File: config.mk
export PLATFORM = sky130hd
export DESIGN_NAME = cpu_pipe3_gpio
export DESIGN_NICKNAME = d
export VERILOG_FILES = /design/src/rtl/cpu_pipe3_gpio.sv
export SDC_FILE = /design/constraint.sdc
export NUM_CORES = 2
export LEC_CHECK = 0
export BUFFER_PORTS_ARGS = -buffer_cell sky130_fd_sc_hd__buf_4
export CAP_MARGIN = 20
export CORE_MARGIN = 3
export CORE_UTILIZATION = 50
export DETAILED_ROUTE_END_ITERATION = 6
export PLACE_DENSITY_LB_ADDON = 0.08
export SYNTH_ARGS = -nofsm -noshare
export SYNTH_HDL_FRONTEND = slang
export SYNTH_SLANG_ARGS = --single-unit
File: constraint.sdc
create_clock -name clk -period 90.9 [get_ports clk]
set_input_delay 18.18 -clock clk [delete_from_list [all_inputs] [get_ports clk]]
set_output_delay 18.18 -clock clk [all_outputs]
set_load 0.1 [all_outputs]
File: src/rtl/cpu_pipe3_gpio.sv
// cpu_pipe3_gpio: three-stage RV32I-subset core (FETCH / EXECUTE / WRITEBACK)
// with WB->EX forwarding, branches and JAL that are resolved in EX, a global
// stall, and memory-mapped GPIO channels reached through CSRRW.
//
// Flow control: the only flow control is the stall input. It is a hold, not a
// valid/ready handshake. While stall=1, every pipeline register keeps its
// value, the regfile write port is disabled and the GPIO strobe is driven low.
// In the first cycle with stall=0, the held instruction completes exactly once.
module cpu_pipe3_gpio #(
  parameter int          IMEM_AW       = 12,
  parameter int          N_GPIO_IN     = 1,
  parameter int          N_GPIO_OUT    = 1,
  parameter logic [11:0] GPIO_IN_BASE  = 12'hF00,
  parameter logic [11:0] GPIO_OUT_BASE = 12'hF02,
  parameter logic [31:0] RESET_PC      = 32'h0
) (
  input  logic                    clk,
  input  logic                    rst,
  input  logic                    stall,
  output logic [IMEM_AW-1:0]      imem_addr,
  input  logic [31:0]             imem_rdata,
  input  logic [32*N_GPIO_IN-1:0] gpio_in,
  output logic [32*N_GPIO_OUT-1:0] gpio_out,
  output logic [N_GPIO_OUT-1:0]   gpio_out_strobe
);

  localparam logic [31:0] NOP     = 32'h0000_0013;
  // The PC wraps inside the instruction memory's byte address space.
  localparam logic [31:0] PC_MASK = 32'((64'd1 << (IMEM_AW + 2)) - 64'd1);

  localparam logic [6:0] OPC_OP     = 7'b0110011;
  localparam logic [6:0] OPC_OPIMM  = 7'b0010011;
  localparam logic [6:0] OPC_LUI    = 7'b0110111;
  localparam logic [6:0] OPC_AUIPC  = 7'b0010111;
  localparam logic [6:0] OPC_JAL    = 7'b1101111;
  localparam logic [6:0] OPC_BRANCH = 7'b1100011;
  localparam logic [6:0] OPC_SYSTEM = 7'b1110011;

  typedef enum logic [3:0] {
    ALU_ADD, ALU_SUB, ALU_SLL, ALU_SLT, ALU_SLTU,
    ALU_XOR, ALU_SRL, ALU_SRA, ALU_OR,  ALU_AND
  } alu_op_t;

  typedef enum logic [2:0] {
    SEL_ALU, SEL_LUI, SEL_AUIPC, SEL_LINK, SEL_GPIO
  } wb_sel_t;

  // Pipeline state
  logic [31:0] pc_f;
  logic [31:0] pc_ex;
  logic [31:0] instr_ex;
  logic        regwrite_wb;
  logic [4:0]  rd_wb;
  logic [31:0] data_wb;
  logic [31:0] regs [32];

  // EX decode fields
  logic [6:0]  opcode;
  logic [4:0]  rd_ex, rs1_ex, rs2_ex;
  logic [2:0]  f3;
  logic        f7b5;
  logic [11:0] csr_num;
  logic [31:0] imm_i, imm_b, imm_j, imm_u;

  // EX control
  alu_op_t     alu_op;
  wb_sel_t     wb_sel;
  logic        use_imm;
  logic        regwrite_ex;
  logic        is_branch;
  logic        is_jal;
  logic        is_csr;

  // EX datapath
  logic [31:0] fwd_a, fwd_b, alu_b, alu_res;
  logic        br_cond;
  logic        taken_ex;
  logic [31:0] target_ex;
  logic [31:0] gpio_rd;
  logic [N_GPIO_OUT-1:0] out_hit;
  logic [31:0] result_ex;

  assign imem_addr = pc_f[IMEM_AW+1:2];

  assign opcode  = instr_ex[6:0];
  assign rd_ex   = instr_ex[11:7];
  assign f3      = instr_ex[14:12];
  assign rs1_ex  = instr_ex[19:15];
  assign rs2_ex  = instr_ex[24:20];
  assign f7b5    = instr_ex[30];
  assign csr_num = instr_ex[31:20];

  assign imm_i = {{20{instr_ex[31]}}, instr_ex[31:20]};
  assign imm_b = {{19{instr_ex[31]}}, instr_ex[31], instr_ex[7],
                  instr_ex[30:25], instr_ex[11:8], 1'b0};
  assign imm_j = {{11{instr_ex[31]}}, instr_ex[31], instr_ex[19:12],
                  instr_ex[20], instr_ex[30:21], 1'b0};
  assign imm_u = {instr_ex[31:12], 12'b0};

  // Map funct3/funct7 to an ALU operation; SUB exists only in R-type.
  function automatic alu_op_t alu_sel(input logic [2:0] fn3, input logic b30,
                                      input logic r_type);
    alu_op_t op;
    case (fn3)
      3'b000:  op = (r_type && b30) ? ALU_SUB : ALU_ADD;
      3'b001:  op = ALU_SLL;
      3'b010:  op = ALU_SLT;
      3'b011:  op = ALU_SLTU;
      3'b100:  op = ALU_XOR;
      3'b101:  op = b30 ? ALU_SRA : ALU_SRL;
      3'b110:  op = ALU_OR;
      default: op = ALU_AND;
    endcase
    return op;
  endfunction

  // Decode: anything not listed below falls through as a NOP.
  always_comb begin
    alu_op      = ALU_ADD;
    wb_sel      = SEL_ALU;
    use_imm     = 1'b0;
    regwrite_ex = 1'b0;
    is_branch   = 1'b0;
    is_jal      = 1'b0;
    is_csr      = 1'b0;
    case (opcode)
      OPC_OP: begin
        regwrite_ex = 1'b1;
        alu_op      = alu_sel(f3, f7b5, 1'b1);
      end
      OPC_OPIMM: begin
        regwrite_ex = 1'b1;
        use_imm     = 1'b1;
        alu_op      = alu_sel(f3, f7b5, 1'b0);
      end
      OPC_LUI: begin
        regwrite_ex = 1'b1;
        wb_sel      = SEL_LUI;
      end
      OPC_AUIPC: begin
        regwrite_ex = 1'b1;
        wb_sel      = SEL_AUIPC;
      end
      OPC_JAL: begin
        regwrite_ex = 1'b1;
        wb_sel      = SEL_LINK;
        is_jal      = 1'b1;
      end
      OPC_BRANCH: begin
        // funct3 010/011 are not branch encodings.
        is_branch = (f3 != 3'b010) && (f3 != 3'b011);
      end
      OPC_SYSTEM: begin
        if (f3 == 3'b001) begin
          regwrite_ex = 1'b1;
          wb_sel      = SEL_GPIO;
          is_csr      = 1'b1;
        end
      end
      default: ;
    endcase
  end

  // Operand fetch with WB->EX forwarding. Results two instructions back are
  // already in the regfile, so a single bypass is enough.
  always_comb begin
    fwd_a = regs[rs1_ex];
    fwd_b = regs[rs2_ex];
    if (regwrite_wb && (rd_wb != 5'd0) && (rd_wb == rs1_ex)) fwd_a = data_wb;
    if (regwrite_wb && (rd_wb != 5'd0) && (rd_wb == rs2_ex)) fwd_b = data_wb;
  end

  assign alu_b = use_imm ? imm_i : fwd_b;

  // ALU
  always_comb begin
    alu_res = fwd_a + alu_b;
    case (alu_op)
      ALU_ADD:  alu_res = fwd_a + alu_b;
      ALU_SUB:  alu_res = fwd_a - alu_b;
      ALU_SLL:  alu_res = fwd_a << alu_b[4:0];
      ALU_SLT:  alu_res = {31'b0, $signed(fwd_a) < $signed(alu_b)};
      ALU_SLTU: alu_res = {31'b0, fwd_a < alu_b};
      ALU_XOR:  alu_res = fwd_a ^ alu_b;
      ALU_SRL:  alu_res = fwd_a >> alu_b[4:0];
      ALU_SRA:  alu_res = $signed(fwd_a) >>> alu_b[4:0];
      ALU_OR:   alu_res = fwd_a | alu_b;
      ALU_AND:  alu_res = fwd_a & alu_b;
      default:  alu_res = fwd_a + alu_b;
    endcase
  end

  // Branch condition: BLT/BGE compare signed, BLTU/BGEU compare unsigned.
  always_comb begin
    br_cond = 1'b0;
    case (f3)
      3'b000:  br_cond = (fwd_a == fwd_b);
      3'b001:  br_cond = (fwd_a != fwd_b);
      3'b100:  br_cond = ($signed(fwd_a) <  $signed(fwd_b));
      3'b101:  br_cond = ($signed(fwd_a) >= $signed(fwd_b));
      3'b110:  br_cond = (fwd_a <  fwd_b);
      3'b111:  br_cond = (fwd_a >= fwd_b);
      default: br_cond = 1'b0;
    endcase
  end

  assign taken_ex  = is_jal | (is_branch & br_cond);
  // The target is word-aligned by dropping bits [1:0], then wrapped.
  assign target_ex = (pc_ex + (is_jal ? imm_j : imm_b)) & PC_MASK & ~32'h3;

  // GPIO CSR address match. Input and output ranges are checked
  // independently, so an overlapping CSR performs both the read and the write.
  always_comb begin
    gpio_rd = '0;
    out_hit = '0;
    for (int k = 0; k < N_GPIO_IN; k++) begin
      if (csr_num == GPIO_IN_BASE + 12'(k)) gpio_rd = gpio_in[32*k +: 32];
    end
    for (int k = 0; k < N_GPIO_OUT; k++) begin
      out_hit[k] = (csr_num == GPIO_OUT_BASE + 12'(k));
    end
  end

  // Writeback source select. A CSR that is not an input channel reads as 0.
  always_comb begin
    result_ex = alu_res;
    case (wb_sel)
      SEL_ALU:   result_ex = alu_res;
      SEL_LUI:   result_ex = imm_u;
      SEL_AUIPC: result_ex = pc_ex + imm_u;
      SEL_LINK:  result_ex = pc_ex + 32'd4;
      SEL_GPIO:  result_ex = gpio_rd;
      default:   result_ex = alu_res;
    endcase
  end

  // FETCH: advance or redirect the PC. A taken branch or JAL squashes the
  // instruction fetched behind it by loading a NOP into EX.
  always_ff @(posedge clk or posedge rst) begin
    if (rst) begin
      pc_f     <= RESET_PC;
      pc_ex    <= RESET_PC;
      instr_ex <= NOP;
    end else if (!stall) begin
      pc_ex <= pc_f;
      if (taken_ex) begin
        pc_f     <= target_ex;
        instr_ex <= NOP;
      end else begin
        pc_f     <= (pc_f + 32'd4) & PC_MASK;
        instr_ex <= imem_rdata;
      end
    end
  end

  // WRITEBACK registers: capture the EX result on the edge that ends EX.
  always_ff @(posedge clk or posedge rst) begin
    if (rst) begin
      regwrite_wb <= 1'b0;
      rd_wb       <= 5'd0;
      data_wb     <= 32'd0;
    end else if (!stall) begin
      regwrite_wb <= regwrite_ex;
      rd_wb       <= rd_ex;
      data_wb     <= result_ex;
    end
  end

  // Regfile write port. It is disabled during a stall so the held WB entry
  // is written only once, on the first unstalled edge. Writes to x0 are dropped.
  always_ff @(posedge clk or posedge rst) begin
    if (rst) begin
      for (int i = 0; i < 32; i++) regs[i] <= 32'd0;
    end else if (regwrite_wb && !stall && (rd_wb != 5'd0)) begin
      regs[rd_wb] <= data_wb;
    end
  end

  // GPIO output channels. A matched CSRRW writes the forwarded rs1 value and
  // raises that channel's strobe for the following cycle only.
  always_ff @(posedge clk or posedge rst) begin
    if (rst) begin
      gpio_out        <= '0;
      gpio_out_strobe <= '0;
    end else if (stall) begin
      gpio_out_strobe <= '0;
    end else begin
      gpio_out_strobe <= is_csr ? out_hit : '0;
      for (int k = 0; k < N_GPIO_OUT; k++) begin
        if (is_csr && out_hit[k]) gpio_out[32*k +: 32] <= fwd_a;
      end
    end
  end

endmodule
==> out/metrics.cfg <==
[worst_setup_path]
path_delay_family=buffers and inverters
cp.arrival_ns=22.19
cp.buffers_inverters=6
worstPathMaxFanout=138
cp_slowest_cell=buf_4
cp.required_ns=91.65
cp-end-kind=asynchronous set/reset pin
worst_setup_path_start_kind=input port
slowest_delay_ns=0.81
path_common_cell=buf_4
crit_chain=buf_4, inv_8, buf_4, buf_4, buf_4, buf_4
criticalPathCategory=input port to asynchronous set/reset pin

[detailed_routing]
via_per_inst=6.92
dr_total_vias=54168
drc_errors=0
drt_first_iter_violations=5792
drt_wl_total_um=270000
drt-wirelength-per-cell_um=34.5
antenna_left=0
drt_pass1_iterations=6

[clock_tree]
htreeDepth=4
cts_tree=built
clock_latency_ns=0.78
hold_buffers=0
path_clk_slew_ns=0.06
clockBufferDepth=3
cts_root_buffer=clkbuf_16
cts_sinks=1151
postCtsSetupRepairBufs=0
numCtsBuffers=134
post_cts_resized=0

[synth]
synth_edf_count=0
synth_fp_nets=6189
yosysSeqAreaShare_pct=39.8
synth_top_area_share_pct=39.7
avgSynthCellArea_sq_um=12.1
synthArstFlopShare_pct=100
syn_area_sq_um=72300
ys_types=120
netlist_top_cells_count=dfrtp_1 (1148), mux2_2 (1015), mux4_2 (541), clkbuf_1 (394), nand2_1 (376)
ys_seq_elements=1151
yosysTopAreaCell=dfrtp_1
synth_warnings=0
post-synth-top-count-cell=dfrtp_1
synth_area_leaders=dfrtp_1 (40%), mux4_2 (17%), mux2_2 (16%)
synth_ff_type=dfrtp_1
syn_inst=5968

[global_routing]
grt_overflow=0
antenna_found_initial=9
grt_max_degree=149
grt_pass1_wl_um=390000
grt_pass1_vias=53285
gr-usage-all-layers_pct=36.2

[placement]
hpwlAfterDp_um=175000
place_congestion=1.03
port_buffers=111
dpl_worst_slack_ns=68.49

[timing]
worst_slew_pin_slew_ns=1.12
fin_crit_ns=21.44
worst_slack_ns=69.46
fin_tns_setup_ns=0
maxSlewViolCount=0
min_period_over_period_pct=23.6
worst_clock_skew_ns=0.0288
finalSetupViolCount=0
slew_headroom_pct=25.0
rsz0062_at_grt=false
max_freq_mhz=46.6
hold_viol_final=0

[pwr]
peakVddDrop_v=0.0000160
leakage_nw=35.4
p_per_area_nw_per_um2=26.7

[final_layout]
nFillCells=12167
multi_input_area_sq_um=40500
fin_nets=6050
postLayoutCoreUtil_pct=55.6
syn_to_final_growth_pct=9.70
seq_area_sq_um=28800
layout-drive-gt1-share_pct=37.4

[die]
rows=138
fp.dieArea_sq_um=149000
initial_core_util_pct=50.7
ios=112
core_sq_um=143000
die_w_um=386
die_y_um=386

[run_status]
outcome=completed

[job]
maxCapViolCount=0

[min_path]
hold_path.class=flop to flop

[metrics by stage]
step	power [mW]	std cells	hold WS, ns	cell area, sq um
2_1_floorplan	1.27	5968	0.441	72300
3_3_place_gp	1.52	7575	0.377	74600
3_5_place_dp	1.53	7577	0.384	74600
4_1_cts	2.10	7822	0.397	79200
5_1_grt	2.21	7828	0.408	79300
6_report	2.12	7832	0.399	79400
[layout by cell type (no fill, tap or decap), drive strengths merged, types with 14 or more instances in the layout]
cell type / netlist / routed
a31oi: 25 / 25
nand4: 37 / 37
and2: 23 / 23
nand2: 379 / 379
or2: 15 / 15
mux2i: 191 / 191
buf: 190 / 309
xnor2: 67 / 67
clkbuf: 394 / 199
clkinv: 4 / 28
nand3: 69 / 69
a21o: 38 / 38
o21a: 17 / 17
or3: 15 / 15
nor3: 58 / 58
o31ai: 24 / 24
o221ai: 20 / 20
dfrtp: 1148 / 1148
xor2: 14 / 14
o21bai: 26 / 26
a22o: 22 / 22
inv: 134 / 141
mux4: 542 / 542
nor2: 271 / 271
nor2b: 47 / 47
a22oi: 54 / 54
mux2: 1016 / 1016
a211oi: 58 / 58
a21oi: 286 / 286
a2111oi: 24 / 24
ha: 151 / 151
o22ai: 80 / 80
nor4: 28 / 28
and3: 31 / 31
nand2b: 17 / 17
o211ai: 16 / 16
o21ai: 246 / 246
a221oi: 36 / 36
[kinds of logic (layout without fill, tap and decap cells)]
kind of cell	Yosys count	after routing	synth area share, %
AO/OA/AOI/OAI	1079	1079	9.95
XOR/XNOR	81	81	0.981
adder cells (fa/ha/maj)	154	154	2.69
buffers and inverters	722	692	4.49
flip-flops	1151	1151	39.8
multiplexers	1749	1749	35.4
other	1	5	0.00518
AND/OR/NAND/NOR	1031	1031	6.68
[registers in the layout, summed over array words and instances (netlist names)]
name,flops
regs,1024
data_wb,32
gpio_out,32
instr_ex,32
pc_ex,12
pc_f,12
rd_wb,5
gpio_out_strobe,1
regwrite_wb,1
[power by group]
| group | internal, mW | total (mW) | switching, mW |
|---|---|---|---|
| clock | 0.337 | 0.568 | 0.232 |
| sequential | 0.625 | 0.721 | 0.0957 |
| combinational | 0.341 | 0.827 | 0.486 |
[worst paths after layout]
check | startpoint | endpoint | slack, ns | cells after the start
setup reg to reg | instr_ex[21]$_DFFE_PP0N_ | data_wb[31]$_DFFE_PP0N_ | 80.80 | 22
hold reg to reg | regs[1003]$_DFFE_PP0P_ | regs[1003]$_DFFE_PP0P_ | 0.40 | 0
min in group asynchronous | rst | regs[63]$_DFFE_PP0P_ | 17.58 | 2
max in group clk | stall | data_wb[13]$_DFFE_PP0N_ | 70.29 | 10
setup / recovery | rst | instr_ex[15]$_DFFE_PP0N_ | 69.46 | 6
hold / removal | regs[1003]$_DFFE_PP0P_ | regs[1003]$_DFFE_PP0P_ | 0.40 | 0
[area by class of cell]
cell class,instances,area share (%)
multi-input cells,4095,51.0
flip-flops and latches,1151,36.3
clock buffers,199,4.91
repair buffers,309,3.16
well taps,1890,2.98
clock inverters,46,0.888
inverters,138,0.673
diodes,4,0.0126
[layer usage]
| layer | share of wire [%] | global-route usage (%) |
|---|---|---|
| met4 | 5.8 | 17.8 |
| met3 | 8.9 | 8.12 |
| met2 | 45 | 55.5 |
| met1 | 40 | 48.8 |
| met5 | 0.0048 | 0 |
(Power assumes the default switching activity.)
